--- config.mk ---
export PLATFORM = sky130hd
export DESIGN_NAME = jk_bank_driver
export DESIGN_NICKNAME = d
export VERILOG_FILES = /design/src/rtl/jk_pkg.sv /design/src/rtl/jk_diff_picker.sv /design/src/rtl/jk_bank_driver.sv
export SDC_FILE = /design/constraint.sdc
export NUM_CORES = 1
export LEC_CHECK = 0
export BUFFER_PORTS_ARGS = -buffer_cell sky130_fd_sc_hd__clkbuf_2
export CAP_MARGIN = 10
export CORE_MARGIN = 5
export CORE_UTILIZATION = 58
export CTS_CLUSTER_DIAMETER = 50
export CTS_CLUSTER_SIZE = 24
export DETAILED_ROUTE_END_ITERATION = 8
export PLACE_DENSITY = 0.9
export RECOVER_POWER = 25
export SLEW_MARGIN = 20
export SYNTH_ARGS = -nofsm -noshare
export SYNTH_HDL_FRONTEND = slang
export SYNTH_HIERARCHICAL = 1
export SYNTH_SLANG_ARGS = --single-unit
--- constraint.sdc ---
create_clock -name clk -period 9.6 [get_ports clk]
set_input_delay 0.96 -clock clk [delete_from_list [all_inputs] [get_ports clk]]
set_output_delay 0.96 -clock clk [all_outputs]
set_load 0.01 [all_outputs]
--- src/rtl/jk_pkg.sv ---
// Shared JK command codes and driver state encoding for the JK bank driver.
package jk_pkg;

    localparam logic [1:0] JK_HOLD   = 2'b00;
    localparam logic [1:0] JK_RESET  = 2'b01;
    localparam logic [1:0] JK_SET    = 2'b10;
    localparam logic [1:0] JK_TOGGLE = 2'b11;

    typedef enum logic [1:0] {
        IDLE  = 2'd0,
        APPLY = 2'd1,
        CHECK = 2'd2
    } state_t;

endpackage

--- src/rtl/jk_diff_picker.sv ---
// Selects up to MAX_CHG of the lowest-index set bits of a difference mask.
module jk_diff_picker #(
    parameter int N       = 8,
    parameter int MAX_CHG = 2
) (
    input  logic [N-1:0] i_diff,
    output logic [N-1:0] o_sel
);

    int w_cnt;

    always_comb begin
        o_sel = '0;
        w_cnt = 0;
        for (int i = 0; i < N; i++) begin
            if (i_diff[i] && (w_cnt < MAX_CHG)) begin
                o_sel[i] = 1'b1;
                w_cnt    = w_cnt + 1;
            end
        end
    end

endmodule

--- src/rtl/jk_bank_driver.sv ---
// Drives a JK flip-flop bank toward a requested word, a few bits per cycle,
// then verifies the bank's Q feedback and resynchronises its shadow copy.
module jk_bank_driver
    import jk_pkg::*;
#(
    parameter int N          = 8,
    parameter int MAX_CHG    = 2,
    parameter int USE_TOGGLE = 0
) (
    input  logic           clk,
    input  logic           rst_n,
    input  logic           tgt_valid,
    output logic           tgt_ready,
    input  logic [N-1:0]   tgt_data,
    output logic [2*N-1:0] jk_out,
    input  logic [N-1:0]   q_fb,
    output logic           busy,
    output logic           done,
    output logic           err,
    input  logic           err_clr
);

    state_t         r_state;
    state_t         w_state_nxt;
    logic [N-1:0]   r_tgt;
    logic [N-1:0]   r_shadow;
    logic           r_err;
    logic [N-1:0]   w_diff;
    logic [N-1:0]   w_sel;
    logic [N-1:0]   w_shadow_nxt;

    assign w_diff = r_shadow ^ r_tgt;

    jk_diff_picker #(
        .N       (N),
        .MAX_CHG (MAX_CHG)
    ) u_picker (
        .i_diff (w_diff),
        .o_sel  (w_sel)
    );

    // Shadow after this APPLY edge: commanded bits take their target value.
    assign w_shadow_nxt = (r_shadow & ~w_sel) | (r_tgt & w_sel);

    always_ff @(posedge clk or negedge rst_n) begin
        if (!rst_n) begin
            r_state <= IDLE;
        end else begin
            r_state <= w_state_nxt;
        end
    end

    always_comb begin
        w_state_nxt = r_state;
        case (r_state)
            IDLE: begin
                if (tgt_valid) begin
                    w_state_nxt = (tgt_data != r_shadow) ? APPLY : CHECK;
                end
            end
            APPLY: begin
                if (w_shadow_nxt == r_tgt) begin
                    w_state_nxt = CHECK;
                end
            end
            CHECK:   w_state_nxt = IDLE;
            default: w_state_nxt = IDLE;
        endcase
    end

    always_ff @(posedge clk or negedge rst_n) begin
        if (!rst_n) begin
            r_tgt    <= '0;
            r_shadow <= '0;
            r_err    <= 1'b0;
        end else begin
            case (r_state)
                IDLE:    if (tgt_valid) r_tgt <= tgt_data;
                APPLY:   r_shadow <= w_shadow_nxt;
                CHECK:   r_shadow <= q_fb;
                default: ;
            endcase
            // A mismatch seen at CHECK outranks a simultaneous clear.
            if ((r_state == CHECK) && (q_fb != r_tgt)) begin
                r_err <= 1'b1;
            end else if (err_clr) begin
                r_err <= 1'b0;
            end
        end
    end

    always_comb begin
        jk_out = '0;
        if (r_state == APPLY) begin
            for (int i = 0; i < N; i++) begin
                if (w_sel[i]) begin
                    if (USE_TOGGLE != 0) begin
                        jk_out[2*i +: 2] = JK_TOGGLE;
                    end else begin
                        jk_out[2*i +: 2] = r_tgt[i] ? JK_SET : JK_RESET;
                    end
                end
            end
        end
    end

    assign tgt_ready = (r_state == IDLE);
    assign busy      = (r_state == APPLY) || (r_state == CHECK);
    assign done      = (r_state == CHECK);
    assign err       = r_err;

endmodule

==> flow_metrics.env, run 1 <==
export IMPL_wl_met3_um=149
export IMPL_dpl_hpwl_mm=3.34
export IMPL_synth_top_cell_area_share=0.280
export IMPL_synthFlopType="dfrtp_1"
export IMPL_cap_viol_max_count=0
export IMPL_firstDrtPassIters=4
export IMPL_yosysUniqueCellTypes=40
export IMPL_max_freq_mhz=170
export IMPL_crit_required_ps=8640
export IMPL_crit_buf_inv=4
export IMPL_async_reset_ff_frac=1.00
export IMPL_grt_first_pass_wirelength_mm=7.13
export IMPL_cts_resized=0
export IMPL_slew_headroom=0.370
export IMPL_cts_setup_buffers=0
export IMPL_fp_dieW_um=64.1
export IMPL_first_global_vias=1530
export IMPL_cts_root_buffer="clkbuf_4"
export IMPL_wl_mm=4.11
export IMPL_die_area_um2=4110
export IMPL_finalCriticalPeriod_ps=5880
export IMPL_syn_area_per_cell_um2=8.50
export IMPL_drc=0
export IMPL_drive_gt1_frac=0.249
export IMPL_max_stage_delay_ps=490
export IMPL_antennaDiodeCount=0
export IMPL_dpl_instance_area_um2=1900
export IMPL_tightest_slew_ps=945
export IMPL_crit_family="adder cells"
export IMPL_viasPerCell=5.90
export IMPL_slew_viol_final=0
export IMPL_period_share=0.613
export IMPL_synth_edff_count=0
export IMPL_grt_setup_unrepaired="no"
export IMPL_top_layer="met4"
export IMPL_syn_inst=200
export IMPL_clock_skew_ps=2.84
export IMPL_ant_nets=0
export IMPL_clk_pin_slew_ps=100
export IMPL_cts_tree="done"
export IMPL_numCtsBuffers=3
export IMPL_end_kind="primary output"
export IMPL_ys_ff_latch=19
export IMPL_grt_max_degree=20
export IMPL_crit_path_frequent_cell="ha_1"
export IMPL_fin_util=0.691
export IMPL_fin_nets=268
export IMPL_coreArea_um2=2780
export IMPL_synthesis_nets=230
export IMPL_multiInputGateArea_um2=1110
export IMPL_routedWlPerCell_um=15.3
export IMPL_num_rows=19
export IMPL_synth_warnings=6
export IMPL_setup_violations=0
export IMPL_clk_path_buf_depth=2
export IMPL_netlist_area_um2=1700
export IMPL_ctsHtreeMaxLevel=1
export IMPL_synth_commonest_cells="dfrtp_1 (19), inv_1 (19), xor2_1 (19), o22ai_1 (16), nand2_1 (14)"
export IMPL_areaGrowthSynthToFinish_pct=13.0
export IMPL_vias=1581
export IMPL_cts_hold_fix_buffers=0
export IMPL_die_h_um=64.1
export IMPL_overflow=0
export IMPL_numPortBuffers=39
export IMPL_path_class="reg2out"
export IMPL_fillCellCount=227
export IMPL_final_hold_violation_count=0
export IMPL_cts_sinks=19
export IMPL_register_area_um2=475
export IMPL_clock_latency_ps=300
export IMPL_boundaryPins=40
export IMPL_cp_max_fo=9
export IMPL_antenna_found_initial=0
export IMPL_yosysSeqAreaShare=0.280
export IMPL_synth_area_leader_cell="dfrtp_1"
export IMPL_critPathLaunchType="flip-flop"
export IMPL_setup_tns_ps=0
export IMPL_finalNonFillerCells=268
export IMPL_drt_iter0_markers=87
export IMPL_start_util=0.611
export IMPL_place_congestion=0.824
export IMPL_synth_area_leaders="dfrtp_1 (28%), xor2_1 (9.8%), ha_1 (7.4%)"
export IMPL_stdcell_area_um2=1920
export IMPL_dpl_cell_count=264
export IMPL_cpMaxStageDelayCell="dfrtp_1"
export IMPL_met1Wirelength_mm=1.81
export IMPL_wl_met2_mm=2.10
export IMPL_holdCritPathClass="reg2reg"
export IMPL_status="complete, no violations"
export IMPL_path_cells="xor2_1 > inv_1 > ha_1 > nor2b_2 > a2111oi_2 > o31a_1 > a211o_4 > ha_1 > nand3_1 > nand2_1 > inv_1 > o21ai_1 > ha_1 > a31oi_1 > o21ai_1 > ha_1 > o21ai_0 > and3_1 > inv_1 > nor3_1 > clkbuf_2"
export IMPL_grt_usage=0.210
export IMPL_cp_arrival_ps=4920
-- placed cells by master, fill, tap and decap left out, drive strengths merged, types with 2 or more instances in the layout --
cell type and count:
a21oi 10, a22oi 4, and3 9, clkbuf 43, dfrtp 19, ha 10, inv 20, mux2 8
nand2 14, nand3 4, nand4 2, nor2 6, nor2b 3, nor3 11, nor4 2, o21ai 14
o22ai 17, xnor2 8, xor2 19
-- per-layer routing --
metal | vias to the layer above | GRT usage
li1 | 793 | -
met1 | 738 | 0.271
met2 | 43 | 0.371
met3 | 7 | 0.0228
met4 | 0 | 0.0611
met5 | - | 0
-- registers in the layout, summed over array words and instances (netlist names) --
| signal | flops |
|---|---|
| r_shadow | 8 |
| r_tgt | 8 |
| r_state | 2 |
| err | 1 |
-- final cells by class --
type,instances,area share
inverter,20,0.0391
clock buffer,4,0.0137
tap,31,0.0202
multi-input combinational,155,0.579
timing repair buffer,39,0.101
sequential,19,0.247
-- stage by stage --
step                      hold WS (ps)  setup slack (ps)
after floorplan                    484              4630
after CTS                          551              3750
after detailed placement           529              4100
after global placement             519              4260
after global routing               583              3150
final                              545              3720
-- path summary, 6_finish.rpt --
path                                   startpoint                       to  slack (ps)  cells past startpoint
max                          r_tgt[0]$_DFFE_PN0P_               jk_out[14]        3720                     21
min                        r_state[0]$_DFFE_PN0P_   r_state[0]$_DFFE_PN0P_         540                      1
max reg2reg                  r_tgt[0]$_DFFE_PN0P_   r_state[1]$_DFFE_PN0P_        4530                     23
min reg2reg                r_state[0]$_DFFE_PN0P_   r_state[0]$_DFFE_PN0P_         540                      1
max in group asynchronous                   rst_n  r_shadow[0]$_DFFE_PN0P_        8250                      1
min in group asynchronous                   rst_n  r_shadow[5]$_DFFE_PN0P_         780                      1
-- cells by family (layout without fill, tap and decap cells) --
logic type / after synthesis / count (layout) / share of synthesized area
mux: 8 / 8 / 0.0530
compound gates: 53 / 53 / 0.209
buf+inv: 26 / 63 / 0.0662
simple gates: 57 / 57 / 0.180
flops: 19 / 19 / 0.280
fa+ha+maj: 10 / 10 / 0.0736
xor+xnor: 27 / 27 / 0.139
Power of run 1 is left out: the tool's default activity adds up to more than one toggle a clock period on the data nets, which glitch-free logic cannot reach.
==> run 2: changes to the inputs <==
--- a/config.mk
+++ b/config.mk
@@ -5,14 +5,15 @@
 export SDC_FILE = /design/constraint.sdc
 export NUM_CORES = 1
 export LEC_CHECK = 0
+export ABC_AREA = 1
 export BUFFER_PORTS_ARGS = -buffer_cell sky130_fd_sc_hd__clkbuf_2
 export CAP_MARGIN = 10
 export CORE_MARGIN = 5
-export CORE_UTILIZATION = 58
+export CORE_UTILIZATION = 55
 export CTS_CLUSTER_DIAMETER = 50
 export CTS_CLUSTER_SIZE = 24
 export DETAILED_ROUTE_END_ITERATION = 8
-export PLACE_DENSITY = 0.9
+export PLACE_DENSITY = 0.86
 export RECOVER_POWER = 25
 export SLEW_MARGIN = 20
 export SYNTH_ARGS = -nofsm -noshare
==> constraint.sdc (replaced) <==
create_clock -name clk -period 5.71 [get_ports clk]
set_input_delay 0.571 -clock clk [delete_from_list [all_inputs] [get_ports clk]]
set_output_delay 0.571 -clock clk [all_outputs]
set_load 0.01 [all_outputs]
==> run 2 against run 1 <==
Net effect: global-route usage increased by 0.63 points; worst hold slack got worse by 140 ps; register-to-register slack got worse by 3300 ps; cell area up 8.7%; count of clock-buffer cells in the layout decreased by 1; die area grew 12%.
==> flow_metrics.env, run 2 <==
export IMPL_status="complete, no violations"
export IMPL_grt_setup_unrepaired="no"
export IMPL_boundaryPins=40
export IMPL_drt_iter0_markers=132
export IMPL_path_cells="inv_1 > nand2_1 > and2_1 > inv_1 > ha_1 > xor2_2 > inv_1 > ha_1 > nand3_1 > nand2_2 > ha_1 > nand3_1 > nand2_1 > ha_1 > nand3_1 > nand2_1 > ha_1 > o21ai_0 > nand2_1 > nor2_1 > inv_1 > nor3_1 > clkbuf_2"
export IMPL_grt_usage=0.217
export IMPL_syn_area_per_cell_um2=6.32
export IMPL_numPortBuffers=39
export IMPL_cts_resized=0
export IMPL_fp_dieW_um=67.9
export IMPL_layout_setup_ws_ps=704
export IMPL_period_share=0.877
export IMPL_slew_headroom=0.280
export IMPL_cts_hold_fix_buffers=0
export IMPL_cts_setup_buffers=0
export IMPL_critPathLaunchType="flip-flop"
export IMPL_synth_area_leaders="dfrtp_1 (26%), nand2_1 (15%), inv_1 (9.2%)"
export IMPL_synthesis_nets=321
export IMPL_end_kind="primary output"
export IMPL_finalCriticalPeriod_ps=5010
export IMPL_yosysMostFrequentCell="nand2_1"
export IMPL_synth_warnings=6
export IMPL_routedWlPerCell_um=11.8
export IMPL_grt_first_pass_wirelength_mm=7.58
export IMPL_largest_registers="r_shadow x8, r_tgt x8, r_state x2"
export IMPL_ctsHtreeMaxLevel=1
export IMPL_overflow=0
export IMPL_clock_latency_ps=310
export IMPL_synthFlopType="dfrtp_1"
export IMPL_ant_nets=0
export IMPL_die_area_um2=4600
export IMPL_clk_pin_slew_ps=130
export IMPL_setup_violations=0
export IMPL_tightest_slew_ps=1080
export IMPL_crit_required_ps=5140
export IMPL_cap_viol_max_count=0
export IMPL_ys_ff_latch=19
export IMPL_cts_root_buffer="clkbuf_4"
export IMPL_async_reset_ff_frac=1.00
export IMPL_drc=0
export IMPL_grt_max_degree=20
export IMPL_drive_gt1_frac=0.207
export IMPL_cts_tree="done"
export IMPL_num_rows=21
export IMPL_synth_edff_count=0
export IMPL_crit_path_frequent_cell="ha_1"
export IMPL_cpMaxStageDelayCell="dfrtp_1"
export IMPL_numCtsBuffers=3
export IMPL_holdCritPathClass="in2reg"
export IMPL_die_h_um=67.9
export IMPL_place_congestion=0.882
export IMPL_antenna_found_initial=0
export IMPL_dpl_hpwl_mm=3.51
export IMPL_clock_skew_ps=15.7
export IMPL_max_stage_delay_ps=470
export IMPL_final_cell_mix="nand2_1 (76), inv_1 (45), clkbuf_2 (38)"
export IMPL_start_util=0.560
export IMPL_synth_commonest_cells="nand2_1 (76), inv_1 (45), o21ai_0 (25), nor2_1 (21), dfrtp_1 (19)"
export IMPL_first_global_vias=1752
export IMPL_fin_nets=359
export IMPL_path_class="reg2out"
export IMPL_fillCellCount=303
export IMPL_slew_viol_final=0
export IMPL_synth_area_leader_cell="dfrtp_1"
export IMPL_synth_top_cell_area_share=0.258
export IMPL_dp_worst_setup_slack_ps=1120
export IMPL_crit_family="adder cells"
export IMPL_cts_sinks=19
export IMPL_setup_tns_ps=0
export IMPL_viasPerCell=5.00
export IMPL_yosysSeqAreaShare=0.258
export IMPL_yosysUniqueCellTypes=32
export IMPL_syn_inst=291
export IMPL_fin_util=0.636
export IMPL_cp_max_fo=6
export IMPL_clk_path_buf_depth=2
export IMPL_antennaDiodeCount=0
export IMPL_max_freq_mhz=200
export IMPL_final_hold_violation_count=0
export IMPL_crit_buf_inv=5
export IMPL_dpl_instance_area_um2=2060
export IMPL_firstDrtPassIters=4
export IMPL_wl_mm=4.40
export IMPL_areaGrowthSynthToFinish_pct=13.5
export IMPL_stdcell_area_um2=2090
export IMPL_cp_arrival_ps=4440
export IMPL_layout_commonest_cell="nand2_1"
export IMPL_vias=1869
export IMPL_coreArea_um2=3280
export IMPL_netlist_area_um2=1840
run 2: cells by family after synthesis:
logic type,after synthesis,synth area share
simple gates,147,0.354
buf+inv,62,0.132
xor+xnor,11,0.0646
compound gates,42,0.124
flops,19,0.258
fa+ha+maj,10,0.0680
run 2: final timing paths:
check	startpoint	to	slack, ps	cells past startpoint
max	r_tgt[0]$_DFFE_PN0P_	jk_out[14]	700	23
min	err_clr	err$_DFFE_PN0P_	410	2
max reg2reg	r_tgt[0]$_DFFE_PN0P_	r_state[1]$_DFFE_PN0P_	1280	29
min reg2reg	err$_DFFE_PN0P_	err$_DFFE_PN0P_	520	2
max in group asynchronous	rst_n	r_tgt[3]$_DFFE_PN0P_	4630	1
min in group asynchronous	rst_n	r_shadow[3]$_DFFE_PN0P_	420	1
run 2: per-stage QoR:
step,hold WS (ps),cells
2_1_floorplan,275,291
3_3_place_gp,492,370
3_5_place_dp,502,370
4_1_cts,206,374
5_1_grt,403,374
6_report,409,374
run 2: layout make-up:
| type | count | area (um2) | area share |
|---|---|---|---|
| Clock buffer | 3 | 22.5 | 0.0108 |
| Clock inverter | 1 | 7.51 | 0.00359 |
| Inverter | 56 | 210 | 0.101 |
| Multi-Input combinational cell | 210 | 1120 | 0.537 |
| Sequential cell | 19 | 475 | 0.228 |
| Tap cell | 46 | 57.6 | 0.0275 |
| Timing Repair Buffer | 39 | 194 | 0.0928 |
run 2: layer usage:
metal  share of wire  GRT usage  up-vias
met1            0.43      0.283      829
met2            0.49      0.373       60
met4               0     0.0422        0
met3           0.077     0.0427        0
met5               0          0        -
li1                -          -      980
Power of run 2 is left out for the same reason.
